`config.mk`:
```
export PLATFORM = sky130hd
export DESIGN_NAME = fetch_feed_ctrl
export DESIGN_NICKNAME = d
export VERILOG_FILES = /design/src/rtl/y86_pkg.sv /design/src/rtl/pipe_hazard_unit.sv /design/src/rtl/fetch_feed_ctrl.sv
export SDC_FILE = /design/constraint.sdc
export NUM_CORES = 1
export LEC_CHECK = 0
export CORE_ASPECT_RATIO = 0.5
export CORE_UTILIZATION = 37
export CTS_CLUSTER_DIAMETER = 150
export CTS_CLUSTER_SIZE = 28
export DETAILED_ROUTE_END_ITERATION = 10
export PLACE_DENSITY = 0.77
export SYNTH_ARGS = -nofsm -noshare
export SYNTH_HDL_FRONTEND = slang
export SYNTH_SLANG_ARGS = --single-unit
```
`constraint.sdc`:
```
create_clock -name clk -period 1.7 [get_ports clk]
set_input_delay 0.34 -clock clk [delete_from_list [all_inputs] [get_ports clk]]
set_output_delay 0.34 -clock clk [all_outputs]
set_load 0.02 [all_outputs]
```
`src/rtl/y86_pkg.sv`:
```
// Shared y86-64 encodings used by the fetch/decode control slice.
// Also supplies the exception-status predicate used by hazard and halt logic.
package y86_pkg;

  localparam logic [3:0] IHALT   = 4'd0;
  localparam logic [3:0] INOP    = 4'd1;
  localparam logic [3:0] IRRMOVQ = 4'd2;
  localparam logic [3:0] IIRMOVQ = 4'd3;
  localparam logic [3:0] IRMMOVQ = 4'd4;
  localparam logic [3:0] IMRMOVQ = 4'd5;
  localparam logic [3:0] IOPQ    = 4'd6;
  localparam logic [3:0] IJXX    = 4'd7;
  localparam logic [3:0] ICALL   = 4'd8;
  localparam logic [3:0] IRET    = 4'd9;
  localparam logic [3:0] IPUSHQ  = 4'd10;
  localparam logic [3:0] IPOPQ   = 4'd11;

  localparam logic [3:0] SAOK = 4'd1;
  localparam logic [3:0] SHLT = 4'd2;
  localparam logic [3:0] SADR = 4'd3;
  localparam logic [3:0] SINS = 4'd4;

  localparam logic [3:0] RNONE = 4'hF;

  // Statuses that stop the machine; AOK and unknown encodings do not.
  function automatic logic is_exc_stat(input logic [3:0] stat);
    return (stat == SADR) || (stat == SINS) || (stat == SHLT);
  endfunction

endpackage

```
`src/rtl/pipe_hazard_unit.sv`:
```
// Combinational pipeline control: load-use, return, mispredict and exception handling.
module pipe_hazard_unit
  import y86_pkg::*;
(
  input  logic [3:0] D_icode,
  input  logic [3:0] d_srcA,
  input  logic [3:0] d_srcB,
  input  logic [3:0] E_icode,
  input  logic [3:0] E_dstM,
  input  logic       e_Cnd,
  input  logic [3:0] M_icode,
  input  logic [3:0] m_Stat,
  input  logic [3:0] W_Stat,
  input  logic       halted,
  output logic       F_stall,
  output logic       D_stall,
  output logic       D_bubble,
  output logic       E_bubble,
  output logic       M_bubble,
  output logic       W_stall
);

  logic load_use;
  logic ret_in_flight;
  logic mispred;

  // RNONE guard keeps a no-destination load from matching an unused source slot.
  assign load_use = ((E_icode == IMRMOVQ) || (E_icode == IPOPQ)) &&
                    (E_dstM != RNONE) &&
                    ((E_dstM == d_srcA) || (E_dstM == d_srcB));

  assign ret_in_flight = (D_icode == IRET) || (E_icode == IRET) || (M_icode == IRET);
  assign mispred       = (E_icode == IJXX) && !e_Cnd;

  assign F_stall  = load_use || ret_in_flight || halted;
  assign D_stall  = load_use || halted;
  assign D_bubble = !D_stall && (mispred || ret_in_flight);
  assign E_bubble = mispred || load_use;
  assign M_bubble = is_exc_stat(m_Stat) || is_exc_stat(W_Stat);
  assign W_stall  = is_exc_stat(W_Stat);

endmodule

```
`src/rtl/fetch_feed_ctrl.sv`:
```
// Fetch-side pipeline control: F register, D register, sticky halt and hazard control.
// Optional saturating performance counters are enabled by defining FETCH_PERF_CNT_EN.
module fetch_feed_ctrl
  import y86_pkg::*;
#(
  parameter logic [63:0] RESET_PC = 64'h0,
  parameter int          CNT_W    = 32
) (
  input  logic             clk,
  input  logic             rst,
  input  logic [63:0]      f_predPC,
  input  logic [3:0]       f_icode,
  input  logic [3:0]       f_ifun,
  input  logic [3:0]       f_rA,
  input  logic [3:0]       f_rB,
  input  logic [63:0]      f_valC,
  input  logic [63:0]      f_valP,
  input  logic [3:0]       f_Stat,
  input  logic [3:0]       d_srcA,
  input  logic [3:0]       d_srcB,
  input  logic [3:0]       E_icode,
  input  logic [3:0]       E_dstM,
  input  logic             e_Cnd,
  input  logic [3:0]       M_icode,
  input  logic [3:0]       m_Stat,
  input  logic [3:0]       W_Stat,
  output logic [63:0]      F_predPC,
  output logic [3:0]       D_icode,
  output logic [3:0]       D_ifun,
  output logic [3:0]       D_rA,
  output logic [3:0]       D_rB,
  output logic [63:0]      D_valC,
  output logic [63:0]      D_valP,
  output logic [3:0]       D_Stat,
  output logic             F_stall,
  output logic             D_stall,
  output logic             D_bubble,
  output logic             E_bubble,
  output logic             M_bubble,
  output logic             W_stall,
`ifdef FETCH_PERF_CNT_EN
  output logic [CNT_W-1:0] perf_cycles,
  output logic [CNT_W-1:0] perf_fstall,
  output logic [CNT_W-1:0] perf_dbubble,
`endif
  output logic             halted
);

  pipe_hazard_unit u_hazard (
    .D_icode  (D_icode),
    .d_srcA   (d_srcA),
    .d_srcB   (d_srcB),
    .E_icode  (E_icode),
    .E_dstM   (E_dstM),
    .e_Cnd    (e_Cnd),
    .M_icode  (M_icode),
    .m_Stat   (m_Stat),
    .W_Stat   (W_Stat),
    .halted   (halted),
    .F_stall  (F_stall),
    .D_stall  (D_stall),
    .D_bubble (D_bubble),
    .E_bubble (E_bubble),
    .M_bubble (M_bubble),
    .W_stall  (W_stall)
  );

  // F stage: predicted PC presented to fetch
  always_ff @(posedge clk) begin
    if (rst) begin
      F_predPC <= RESET_PC;
    end else if (!F_stall) begin
      F_predPC <= f_predPC;
    end
  end

  // D stage: stall holds, bubble injects a NOP, otherwise capture fetch outputs
  always_ff @(posedge clk) begin
    if (rst || (!D_stall && D_bubble)) begin
      D_icode <= INOP;
      D_ifun  <= 4'd0;
      D_rA    <= RNONE;
      D_rB    <= RNONE;
      D_valC  <= 64'd0;
      D_valP  <= 64'd0;
      D_Stat  <= SAOK;
    end else if (!D_stall) begin
      D_icode <= f_icode;
      D_ifun  <= f_ifun;
      D_rA    <= f_rA;
      D_rB    <= f_rB;
      D_valC  <= f_valC;
      D_valP  <= f_valP;
      D_Stat  <= f_Stat;
    end
  end

  always_ff @(posedge clk) begin
    if (rst) begin
      halted <= 1'b0;
    end else if (is_exc_stat(W_Stat)) begin
      halted <= 1'b1;
    end
  end

`ifdef FETCH_PERF_CNT_EN
  function automatic logic [CNT_W-1:0] sat_inc(input logic [CNT_W-1:0] cnt);
    return (&cnt) ? cnt : cnt + 1'b1;
  endfunction

  always_ff @(posedge clk) begin
    if (rst) begin
      perf_cycles  <= '0;
      perf_fstall  <= '0;
      perf_dbubble <= '0;
    end else begin
      if (!halted)  perf_cycles  <= sat_inc(perf_cycles);
      if (F_stall)  perf_fstall  <= sat_inc(perf_fstall);
      if (D_bubble) perf_dbubble <= sat_inc(perf_dbubble);
    end
  end
`endif

endmodule

```
---- Word-level counts from Yosys, hierarchy flattened ----
Index checks and enable logic that the tools add are counted.
word-level totals
  register bits ........................... 213
  input port bits ......................... 243
  logic and storage cells ................. 46
operators by class
  equality and inequality tests ........... 15
  reductions and logical operators ........ 22
operators by type and width
  kind                count
  $eq 4x2->1 const B  4
  $eq 4x3->1 const B  4
  $eq 4x4->1 const B  4
  $logic_or 1x1->1    15
  $eq 4x4->1          2
  $logic_and 1x1->1   5
  $ne 4x4->1 const B  1
  $logic_not 1->1     2

---- Longest topological paths before layout ----
  depth in word-level cells ............... 9
  depth in mapped cells ................... 8
  mapped depth without buffers ............ 5

---- By module ----
A second synthesis with hierarchy kept.
second synthesis, totals
  cells, all modules ...................... 902
  area total of the unflattened synthesis .. 8426.8 um^2
by module, submodules not included
  module            instances  cells each  area an instance (um^2)
  fetch_feed_ctrl   1          870         8189.1
  pipe_hazard_unit  1          32          237.7

---- Least setup slack after synthesis ----
No wires, ideal clock.
  path type ............................... input to output
  start point ............................. in E_icode[1]
  end point ............................... out D_bubble
  arrival time ............................ 1.731 ns
  data required time ...................... 1.360 ns
  setup slack ............................. -0.371 ns
  stages .................................. 8
  path buffers ............................ 3
  path through ............................ and3b_1 o211ai_2 a21oi_2 or2_1 buf_2 buf_6 buf_6 a21oi_1
on the way
  longest elaborated chain between the ends .. 7
  elaborated cells on any way between the ends .. 14
ends and longest elaborated chain
  item                                      line                    text
  from (decl)                               fetch_feed_ctrl.sv:21   input logic [3:0] E_icode,
  $eq 4x3->1 or $eq 4x4->1 (tied branches)  pipe_hazard_unit.sv:28  assign load_use = ((E_icode == IMRMOVQ) || (E_icode == IPOPQ)) &&
  $logic_or 1x1->1 *                        pipe_hazard_unit.sv:28
  $logic_and 1x1->1 *                       pipe_hazard_unit.sv:28
  $logic_and 1x1->1 *                       pipe_hazard_unit.sv:29  (E_dstM != RNONE) &&
  $logic_or 1x1->1 *                        pipe_hazard_unit.sv:36  assign D_stall = load_use || halted;
  net D_stall                               fetch_feed_ctrl.sv:36   output logic D_stall,
  $logic_not 1->1 *                         pipe_hazard_unit.sv:37  assign D_bubble = !D_stall && (mispred || ret_in_flight);
  $logic_and 1x1->1 *                       pipe_hazard_unit.sv:37
  to (decl)                                 fetch_feed_ctrl.sv:37   output logic D_bubble,
The timed path passes the listed nets; every way through them passes the cells marked *.

---- Worst setup path after layout ----
  start point ............................. reg D_icode[0]
  end point ............................... out F_stall
on the way
  longest elaborated chain between the ends .. 5
ends and longest elaborated chain
  item                           line                    text
  from (decl)                    fetch_feed_ctrl.sv:28   output logic [3:0] D_icode,
  from (signal assigned)         fetch_feed_ctrl.sv:88   D_icode <= f_icode;
  $eq 4x4->1                     pipe_hazard_unit.sv:32  assign ret_in_flight = (D_icode == IRET) || (E_icode == IRET) || (M_icode == IRET);
  $logic_or 1x1->1 (2 in a row)  pipe_hazard_unit.sv:32
  $logic_or 1x1->1 (2 in a row)  pipe_hazard_unit.sv:35  assign F_stall = load_use || ret_in_flight || halted;
  to (decl)                      fetch_feed_ctrl.sv:35   output logic F_stall,
Every way passes these cells.

==> impl_metrics.yaml <==
logic_synthesis:
  avgSynthCellArea_um2: 8.43
  synth_nets: 1368
  ys_ff_latch: 213
  ys_seq_area_share_pct: 45.0
  ys.warnings.count: 0
  synthArstFlopShare_pct: 0
  synth_edf_count: 0
  synth_flop_cell: "dfxtp_1"
  synthCells: 1125
  syn-cell-area_um2: 9480
  synth_cell_types: 30
critical_path:
  crit_chain: "nor4bb_4 > nor3_4 > nor3b_4 > inv_6 > buf_6"
  path_delay_family: "simple AND/OR/NAND/NOR gates"
  r2r_slack_ns: -0.24
  start_kind: "flip-flop"
  r2r_start: "D_icode[0]"
  cp_num_buf_inv: 2
  crit_type: "flip-flop to output pin"
  cp.required_ns: 1.36
  cp-startpoint: "D_icode[0]"
  worstReg2RegEnd: "D_valP[47]"
  crit_end: "F_stall"
  crit_fanout: 2
  critical_path.max_stage_delay_ns: 0.36
  cpMaxStageDelayCell: "dfxtp_4"
  crit_cells: 5
  r2r_cells: 9
  cp_data_arrival_time_ns: 1.66
  crit_path_end_kind: "output pin"
sta:
  worstMarginPinSlew_ns: 0.646
  drv_slew: 0
  max_freq_ghz: 0.500
  fin_crit_sh_pct: 118
  fin_crit_ns: 2.00
  layout_setup_ws_ns: -0.301
  hold_viol: 0
  whs_ns: 0.120
  rsz0062_at_grt: "true"
  skew_ns: 0.0196
  maxSlewHeadroom_pct: 56.9
  setup_viol: 204
finish:
  seq_area_um2: 4280
  layout-drive-gt1-share_pct: 15.3
  layout_commonest_cell: "clkdlybuf4s50_1"
  layout_common_cells: "clkdlybuf4s50_1, dlygate4sd2_1, dfxtp_1"
  n_fill_cell: 2057
  final_cell_count_no_fill: 1909
  multi_input_area_um2: 5170
  design_area_um2: 15800
  layout.nets: 1814
  area_growth_pct: 66.6
clock_network:
  clk_pin_slew_ns: 0.12
  ctsHoldBuffers: 0
  clock_sinks: 213
  clkLatencyLatePin_ns: 0.48
  numCtsBuffers: 11
  cts_tree: "built"
  htree_levels: 1
  cts_root_buf: "clkbuf_16"
  clk_path_buf_depth: 3
place:
  dpl.hpwl_um: 22900
  gp_congestion: 0.958
  dp_slack_ns: -0.941
  place_inst: 1847
  portBuffers: 461
  place_area_um2: 14400
grt:
  grt_usage_pct: 26.3
  gr-total-overflow: 0
  grt_pass1_wl_um: 54300
  grt_pass1_vias: 9336
  antenna_found_initial: 1
  grt_max_degree: 153
die:
  rows: 40
  start_util_pct: 38.6
  num_io_pins: 462
  die-area_um2: 26300
  die_w_um: 228
  coreArea_um2: 24600
  die_y_um: 115
detailed_routing:
  drt-total-wl_um: 37600
  via_per_inst: 5.00
  ant_nets: 0
  vias: 9549
  drtPass1Iterations: 5
  routedWlPerCell_um: 19.7
  drtIter0Drc: 802
  drc_errors: 0
power_and_ir_drop:
  p_leak_nw: 6.95
  p_per_area_nw_per_um2: 810
  power.total_mw: 12.8
  ir_drop_uv: 511
worst_hold_path:
  hp-class: "input pin to flip-flop"
outcome:
  outcome: "finished, violations left"
  failed_checks: "setup timing"
job:
  cap_violations: 0
## sequential cells by signal, indices dropped and copies added (netlist names)
name / cells
D_rA: 4
D_rB: 4
halted: 1
D_valC: 64
D_Stat: 4
D_ifun: 4
D_icode: 4
F_predPC: 64
D_valP: 64
## routing by layer
metal | up-vias | global-route usage, % | part of all wire, %
met5 | - | 0 | 0
met4 | 0 | 11.5 | 4.1
met3 | 92 | 4.71 | 4.9
met2 | 332 | 46.5 | 50
met1 | 4518 | 31.8 | 41
li1 | 4607 | - | -
## cell usage after synthesis (10+ instances only)
| cell type | count | area, um^2 |
|---|---|---|
| nand2b_1 | 129 | 807 |
| nor2b_1 | 138 | 863 |
| clkbuf_1 | 64 | 240 |
| buf_6 | 11 | 124 |
| dfxtp_1 | 213 | 4260 |
| nor4_1 | 10 | 62.6 |
| a21oi_1 | 11 | 55.1 |
| nand2_1 | 139 | 522 |
| nor2_1 | 15 | 56.3 |
| o21ai_2 | 20 | 175 |
| o21ai_1 | 100 | 500 |
| o21ai_0 | 156 | 781 |
| mux2i_1 | 66 | 661 |
## where the power goes
part           switching, mW  leakage [nW]  internal (mW)
Sequential             0.217          1.76           5.46
Clock                   1.67         0.145           1.21
Combinational           2.13          5.04           2.10
## logic make-up (layout without fill, tap and decap cells)
| group | count (synthesis) | count (layout) | share of synthesized area (%) |
|---|---|---|---|
| muxes | 66 | 66 | 6.97 |
| buffers and inverters | 103 | 547 | 5.44 |
| and+or+nand+nor | 445 | 448 | 25.6 |
| xor gates and xnor gates | 8 | 8 | 0.739 |
| DFF | 213 | 213 | 45.0 |
| other | 0 | 1 | 0 |
| AOI/OAI and AO/OA | 290 | 290 | 16.2 |
## worst min-delay path by stage
stage,startpoint,end,slack [ns],cells past startpoint
floorplan,f_icode[1],D_icode[1],0.47,2
global placement,F_predPC[45],F_predPC[45],0.46,2
detailed placement,F_predPC[33],F_predPC[33],0.46,2
CTS,rst,halted,0.1,2
global route,rst,halted,0.13,2
finish,rst,halted,0.12,2
## cell type report
class / count / share of cell area, %
multi-input cells: 812 / 32.8
diodes: 1 / 0.0158
well taps: 336 / 2.66
repair buffers: 532 / 35.6
clock inverters: 1 / 0.103
flip-flops and latches: 213 / 27.1
clock buffers: 13 / 1.79
inverters: 1 / 0.0554
## worst register-to-register path: stages (launching register included)
cell and delay [ns]:
dfxtp_4 0.37, nor4bb_4 0.35, nor3_4 0.07, buf_6 0.14, buf_4 0.15, and3b_2 0.30, buf_12 0.16, clkbuf_16 0.16
nand2_1 0.07, o21ai_1 0.05
## per-stage QoR
step | util (%) | setup TNS, ns
6_report | 64.3 | -29.86
5_1_grt | 64.3 | -43.22
4_1_cts | 61.6 | -35.14
3_5_place_dp | 58.6 | -176.42
3_3_place_gp | 58.6 | -166.48
2_1_floorplan | - | -0.207
## what timing repair did
| item | CTS | global route |
|---|---|---|
| endpoints found under the hold margin | 0 | 0 |
| setup endpoints to repair | 431 | 221 |
| gates cloned | 17 | 13 |
| buffers inserted | 11 | 11 |
| resized for setup | 316 | 174 |
| pin swaps | 14 | 20 |
No activity file was read; power rests on OpenSTA's default activity.
